**src/rtl/uart_rx.sv**
```systemverilog
`default_nettype none
// +--------------------------------------------------------------------------+
// | uart_rx : 8N1 serial receiver with a one-cycle valid / frame-error strobe |
// | Optional: `define UART_RX_MAJORITY_EN for 2-of-3 majority sampling       |
// | Revision: 1.0 - initial release                                          |
// +--------------------------------------------------------------------------+
module uart_rx #(
   parameter int CLK_PARAM = 50000000,
   parameter int BAUD_RATE = 9600
) (
   input  logic       CLK,
   input  logic       RST,
   input  logic       RX_IN,
   output logic [7:0] DATA_OUT,
   output logic       DATA_VALID,
   output logic       FRAME_ERR,
   output logic       BUSY
);
   localparam int BAUD_CLK = CLK_PARAM / BAUD_RATE;
   localparam int HALF_CLK = BAUD_CLK / 2;
   localparam int CNT_W    = (BAUD_CLK > 1) ? $clog2(BAUD_CLK) : 1;
   localparam logic [CNT_W-1:0] BIT_END  = CNT_W'(BAUD_CLK - 1);
   localparam logic [CNT_W-1:0] HALF_END = CNT_W'(HALF_CLK - 1);

   typedef enum logic [2:0] {
      S_IDLE  = 3'd0,
      S_START = 3'd1,
      S_DATA  = 3'd2,
      S_STOP  = 3'd3,
      S_BREAK = 3'd4
   } state_t;

   state_t           state, state_nxt;
   logic             sync_1, rx_s;
   logic [CNT_W-1:0] cnt, cnt_nxt;
   logic [2:0]       bit_idx, bit_idx_nxt;
   logic [7:0]       shift, shift_nxt, data_nxt;
   logic             valid_nxt, ferr_nxt;
   logic             at_target, sample;

   always_ff @(posedge CLK) begin
      if (RST) begin
         sync_1 <= 1'b1;
         rx_s   <= 1'b1;
      end else begin
         sync_1 <= RX_IN;
         rx_s   <= sync_1;
      end
   end

`ifdef UART_RX_MAJORITY_EN
   // Two previous rx_s values plus the current one form the 3-sample window.
   logic [1:0] hist;

   always_ff @(posedge CLK) begin
      if (RST) hist <= 2'b11;
      else     hist <= {hist[0], rx_s};
   end

   assign sample = (hist[1] & hist[0]) | (hist[1] & rx_s) | (hist[0] & rx_s);
`else
   assign sample = rx_s;
`endif

   assign at_target = (state == S_START) ? (cnt == HALF_END) : (cnt == BIT_END);
   assign BUSY      = (state != S_IDLE);

   always_ff @(posedge CLK) begin
      if (RST) begin
         state      <= S_IDLE;
         cnt        <= '0;
         bit_idx    <= 3'd0;
         shift      <= 8'h00;
         DATA_OUT   <= 8'h00;
         DATA_VALID <= 1'b0;
         FRAME_ERR  <= 1'b0;
      end else begin
         state      <= state_nxt;
         cnt        <= cnt_nxt;
         bit_idx    <= bit_idx_nxt;
         shift      <= shift_nxt;
         DATA_OUT   <= data_nxt;
         DATA_VALID <= valid_nxt;
         FRAME_ERR  <= ferr_nxt;
      end
   end

   always_comb begin
      state_nxt   = state;
      cnt_nxt     = cnt + CNT_W'(1);
      bit_idx_nxt = bit_idx;
      shift_nxt   = shift;
      data_nxt    = DATA_OUT;
      valid_nxt   = 1'b0;
      ferr_nxt    = 1'b0;
      case (state)
         S_IDLE: begin
            cnt_nxt = '0;
            if (!rx_s) state_nxt = S_START;
         end
         S_START: begin
            if (at_target) begin
               cnt_nxt = '0;
               if (!sample) begin
                  state_nxt   = S_DATA;
                  bit_idx_nxt = 3'd0;
               end else begin
                  state_nxt = S_IDLE;
               end
            end
         end
         S_DATA: begin
            if (at_target) begin
               cnt_nxt            = '0;
               shift_nxt[bit_idx] = sample;
               if (bit_idx == 3'd7) state_nxt   = S_STOP;
               else                 bit_idx_nxt = bit_idx + 3'd1;
            end
         end
         S_STOP: begin
            // Leaving at mid-stop-bit lets a directly following start bit be seen.
            if (at_target) begin
               cnt_nxt = '0;
               if (sample) begin
                  data_nxt  = shift;
                  valid_nxt = 1'b1;
                  state_nxt = S_IDLE;
               end else begin
                  ferr_nxt  = 1'b1;
                  state_nxt = S_BREAK;
               end
            end
         end
         S_BREAK: begin
            cnt_nxt = '0;
            if (rx_s) state_nxt = S_IDLE;
         end
         default: begin
            cnt_nxt   = '0;
            state_nxt = S_IDLE;
         end
      endcase
   end
endmodule
`default_nettype wire

```
**config.mk**
```make
export PLATFORM = sky130hd
export DESIGN_NAME = uart_rx
export DESIGN_NICKNAME = d
export VERILOG_FILES = /design/src/rtl/uart_rx.sv
export SDC_FILE = /design/constraint.sdc
export NUM_CORES = 1
export LEC_CHECK = 0
export CORE_MARGIN = 10
export CORE_UTILIZATION = 40
export DETAILED_ROUTE_END_ITERATION = 12
export DONT_BUFFER_PORTS = 1
export GPL_TIMING_DRIVEN = 0
export PLACE_DENSITY = 0.65
export SYNTH_ARGS = -nofsm -noshare
export SYNTH_HDL_FRONTEND = slang
export SYNTH_SLANG_ARGS = --single-unit
export TNS_END_PERCENT = 30
```
**constraint.sdc**
```tcl
create_clock -name CLK -period 2 [get_ports CLK]
set_clock_uncertainty 0.1 [all_clocks]
set_input_delay 0.5 -clock CLK [delete_from_list [all_inputs] [get_ports CLK]]
set_output_delay 0.5 -clock CLK [all_outputs]
set_load 0.005 [all_outputs]
```
==> report_table.html <==
<table>
<tr><th>Metric</th><th>Value</th></tr>
<tr><th colspan="2">Detailed routing</th></tr>
<tr><td>DRC</td><td>0</td></tr>
<tr><td>DRC violation total after the first TritonRoute iteration</td><td>114</td></tr>
<tr><td>Via count</td><td>1495</td></tr>
<tr><td>Number of vias per cell after detailed routing</td><td>5.40</td></tr>
<tr><td>Average routed wire per standard cell</td><td>14.2 um</td></tr>
<tr><td>Remaining number of nets flagged by the antenna check after routing</td><td>0</td></tr>
<tr><td>Total wire length</td><td>3.94 mm</td></tr>
<tr><td>Number of optimization iterations in the first detailed-route pass</td><td>4</td></tr>
<tr><th colspan="2">GRT</th></tr>
<tr><td>GRT overflow</td><td>0</td></tr>
<tr><td>Wire length of the first global-routing pass</td><td>6.82 mm</td></tr>
<tr><td>Vias in the first global route</td><td>1423</td></tr>
<tr><td>Total routing usage reported by global routing</td><td>10.0%</td></tr>
<tr><td>Largest net degree at the start of global routing</td><td>13</td></tr>
<tr><td>Initial antenna violation count</td><td>0</td></tr>
<tr><th colspan="2">Worst setup path</th></tr>
<tr><td>Arrival time worst endpoint</td><td>1.96 ns</td></tr>
<tr><td>Crit-path slowest cell</td><td>sky130_fd_sc_hd__dfxtp_1</td></tr>
<tr><td>R2R setup slack</td><td>0.13 ns</td></tr>
<tr><td>Worst Setup Path Type</td><td>reg2reg</td></tr>
<tr><td>Delay contributed by the slowest stage of the critical path</td><td>0.40 ns</td></tr>
<tr><td>Series of cell instances along the critical path</td><td>ha_1 -&gt; nor3b_2 -&gt; and2_2 -&gt; o2111ai_2 -&gt; mux2_1</td></tr>
<tr><td>Maximum fanout count along the critical path</td><td>4</td></tr>
<tr><td>Launching element type of the critical path</td><td>flip-flop</td></tr>
<tr><td>Required time of the critical path</td><td>2.09 ns</td></tr>
<tr><td>Combined buffer and inverter count along the critical path</td><td>0</td></tr>
<tr><td>Critical path's top delay family</td><td>simple AND/OR/NAND/NOR gates</td></tr>
<tr><td>Endpoint kind of the worst setup timing path</td><td>flip-flop</td></tr>
<tr><th colspan="2">Power and ir drop</th></tr>
<tr><td>Static power due to leakage</td><td>0.845 nW</td></tr>
<tr><td>Switching Share</td><td>20.3%</td></tr>
<tr><td>Share of power burned in the clock network</td><td>45.6%</td></tr>
<tr><td>Cell Int Power</td><td>1.20 mW</td></tr>
<tr><td>Power Density</td><td>680 nW/um^2</td></tr>
<tr><td>Psw</td><td>0.305 mW</td></tr>
<tr><td>Comb pwr share</td><td>2.2%</td></tr>
<tr><td>Worst-case vdd ir drop</td><td>0.447 mV</td></tr>
<tr><td>Seq pwr share</td><td>52.2%</td></tr>
<tr><th colspan="2">Layout</th></tr>
<tr><td>End-of-flow core utilization</td><td>46.4%</td></tr>
<tr><td>FF/Latch Area</td><td>782 sq um</td></tr>
<tr><td>Most common library cell in the layout ignoring fill and taps</td><td>sky130_fd_sc_hd__dfxtp_1</td></tr>
<tr><td>Final cell count without fillers</td><td>277</td></tr>
<tr><td>Area grow syn2layout</td><td>11.6%</td></tr>
<tr><td>Number of antenna cells inserted</td><td>0</td></tr>
<tr><td>Multi-input combinational cell area</td><td>1100 sq um</td></tr>
<tr><td>Count of filler cells inserted in the layout</td><td>491</td></tr>
<tr><td>Number of nets at the end of the flow</td><td>215</td></tr>
<tr><td>Share of cells above drive strength 1</td><td>21.9%</td></tr>
<tr><td>Commonest cells after routing, fill and taps aside</td><td>sky130_fd_sc_hd__dfxtp_1, sky130_fd_sc_hd__nand3_1, sky130_fd_sc_hd__nand2b_1, sky130_fd_sc_hd__nor3_2, sky130_fd_sc_hd__mux2i_1</td></tr>
<tr><th colspan="2">Timing</th></tr>
<tr><td>Number of hold violations in the final report</td><td>0</td></tr>
<tr><td>Slew at the pin with the worst max-slew slack</td><td>0.565 ns</td></tr>
<tr><td>Crit share post-route</td><td>93.3%</td></tr>
<tr><td>Final worst path period need</td><td>1.87 ns</td></tr>
<tr><td>Max-slew violations</td><td>0</td></tr>
<tr><td>Headroom to the max-slew limit</td><td>61.8%</td></tr>
<tr><td>Finish-stage setup viols</td><td>0</td></tr>
<tr><td>F_max</td><td>536 MHz</td></tr>
<tr><th colspan="2">Die</th></tr>
<tr><td>Total I/O pin count</td><td>14</td></tr>
<tr><td>Die outline width</td><td>90.3 um</td></tr>
<tr><td>Die outline height</td><td>90.3 um</td></tr>
<tr><td>Standard-cell row count</td><td>25</td></tr>
<tr><td>Core Box Area</td><td>4750 sq um</td></tr>
<tr><td>Starting Density</td><td>41.6%</td></tr>
<tr><td>Die footprint</td><td>8160 sq um</td></tr>
<tr><th colspan="2">Clock tree</th></tr>
<tr><td>Maximum buffer depth of the clock tree</td><td>2</td></tr>
<tr><td>TritonCTS clock tree</td><td>yes</td></tr>
<tr><td>Number of buffers added by the clock tree synthesis step</td><td>5</td></tr>
<tr><td>CTS root buffer</td><td>sky130_fd_sc_hd__clkbuf_8</td></tr>
<tr><td>CTS clk-pin slew, worst paths</td><td>0.08 ns</td></tr>
<tr><td>Insertion delay to the later sink of the worst-skew pair</td><td>0.29 ns</td></tr>
<tr><td>Total clock sinks</td><td>39</td></tr>
<tr><td>Count of H-tree levels built during CTS</td><td>2</td></tr>
<tr><th colspan="2">Synthesis</th></tr>
<tr><td>Library cell occupying the most area in the post-synthesis netlist</td><td>sky130_fd_sc_hd__dfxtp_1</td></tr>
<tr><td>Top-area cell type share of the netlist area</td><td>39.5%</td></tr>
<tr><td>Cells after Synth</td><td>202</td></tr>
<tr><td>Post-synth ARST share</td><td>0%</td></tr>
<tr><td>Count of yosys warnings during synthesis</td><td>0</td></tr>
<tr><td>Distinct cell type count after synthesis</td><td>47</td></tr>
<tr><td>Post-synthesis sequential area ratio</td><td>39.5%</td></tr>
<tr><td>Mean instance size in the synthesized netlist</td><td>9.79 sq um</td></tr>
<tr><td>Cell area after synthesis</td><td>1980 sq um</td></tr>
<tr><td>Net count after synthesis</td><td>208</td></tr>
<tr><td>Number of synthesized flops with an enable pin</td><td>0</td></tr>
<tr><td>Cells taking the most area after synthesis</td><td>sky130_fd_sc_hd__dfxtp_1, sky130_fd_sc_hd__mux2i_1, sky130_fd_sc_hd__nor3_2</td></tr>
<tr><td>Count of state elements after synthesis</td><td>39</td></tr>
<tr><td>Predominant post-synthesis flop cell</td><td>sky130_fd_sc_hd__dfxtp_1</td></tr>
<tr><th colspan="2">Place</th></tr>
<tr><td>Number of port buffers</td><td>0</td></tr>
<tr><td>Routability Congestion</td><td>0.803</td></tr>
<tr><td># placed instances</td><td>269</td></tr>
<tr><td>Final HPWL DP</td><td>2.83 mm</td></tr>
<tr><th colspan="2">Min path</th></tr>
<tr><td>Path type of the worst min-delay path</td><td>in2reg</td></tr>
<tr><th colspan="2">Status</th></tr>
<tr><td>Result of the run</td><td>complete, no violations</td></tr>
<tr><th colspan="2">Flow run</th></tr>
<tr><td>Number of violations of the max-capacitance limit</td><td>0</td></tr>
</table>
==> flip-flops by register name, summed over array words and instances, names as in the netlist <==
name,flops
cnt,13
DATA_OUT,8
shift,8
sync_1,1
bit_idx,3
DATA_VALID,1
FRAME_ERR,1
rx_s,1
state,3
==> metal layers <==
layer / part of all wire [%] / wire length, um / up-vias / track usage [%]
li1: - / - / 752 / -
met4: 2.5 / 100 / 0 / 4.91
met1: 45 / 1780 / 706 / 11.6
met3: 3.9 / 152 / 12 / 2.99
met2: 49 / 1910 / 25 / 16.4
met5: 0 / 0 / - / 0
==> cell usage after synthesis (all sizes together), types with 2 or more instances <==
cell,n
nand2,10
or2,2
nor3b,4
nor3,18
o211ai,3
o21ai,10
nand4b,2
nor4,2
xor2,6
dfxtp,39
a21oi,8
buf,12
mux2i,11
clkbuf,3
nand2b,12
nor4b,2
nand4,3
and2,2
nand3,13
nor2b,3
and3,2
nor2,5
xnor2,5
and4,3
inv,2
ha,3
o2111ai,7
==> kinds of logic after synthesis <==
family | Yosys count | share of synthesized area, %
xor+xnor | 11 | 4.87
compound gates | 32 | 12.0
mux | 12 | 6.14
simple gates | 88 | 29.2
flops | 39 | 39.5
fa+ha+maj | 3 | 1.90
buf+inv | 17 | 6.39
==> power groups by stage <==
stage / clock network [mW] / logic [mW] / registers, mW
2_1_floorplan: 0 / 0.0255 / 0.800
3_3_place_gp: 0 / 0.0317 / 0.801
3_5_place_dp: 0 / 0.0318 / 0.801
4_1_cts: 0.706 / 0.0321 / 0.783
5_1_grt: 0.745 / 0.0366 / 0.784
6_report: 0.685 / 0.0323 / 0.783
==> metrics by stage <==
step	area [sq um]	setup slack, ns	hold WS, ns	setup TNS, ns	total power [mW]
4_1_cts	2180	0.0389	0.194	0	1.52
2_1_floorplan	1980	0.297	0.289	0	0.826
6_report	2210	0.134	0.204	0	1.50
3_5_place_dp	2060	0.0553	0.300	0	0.833
3_3_place_gp	2060	0.0850	0.300	0	0.833
5_1_grt	2210	-0.00488	0.188	-0.00488	1.57
==> repair_timing <==
item | CTS | global route
buffers inserted | 0 | 0
hold buffers | 0 | 0
gates resized for setup | 0 | 7
endpoints found under the setup margin | 0 | 18
==> layout make-up <==
class | instances | area share (%)
tap | 67 | 3.80
clock buffer | 6 | 3.74
sequential | 39 | 35.4
buffer | 15 | 5.44
clock inverter | 2 | 1.59
inverter | 2 | 0.340
multi-input combinational | 146 | 49.7
==> worst paths after layout <==
check	start	end	cells past startpoint
max reg2reg	cnt[0]	bit_idx[0]	5
min reg2reg	sync_1	rx_s	1
max	cnt[0]	bit_idx[0]	5
min	RX_IN	sync_1	1
No activity file was read; power rests on OpenSTA's default activity.
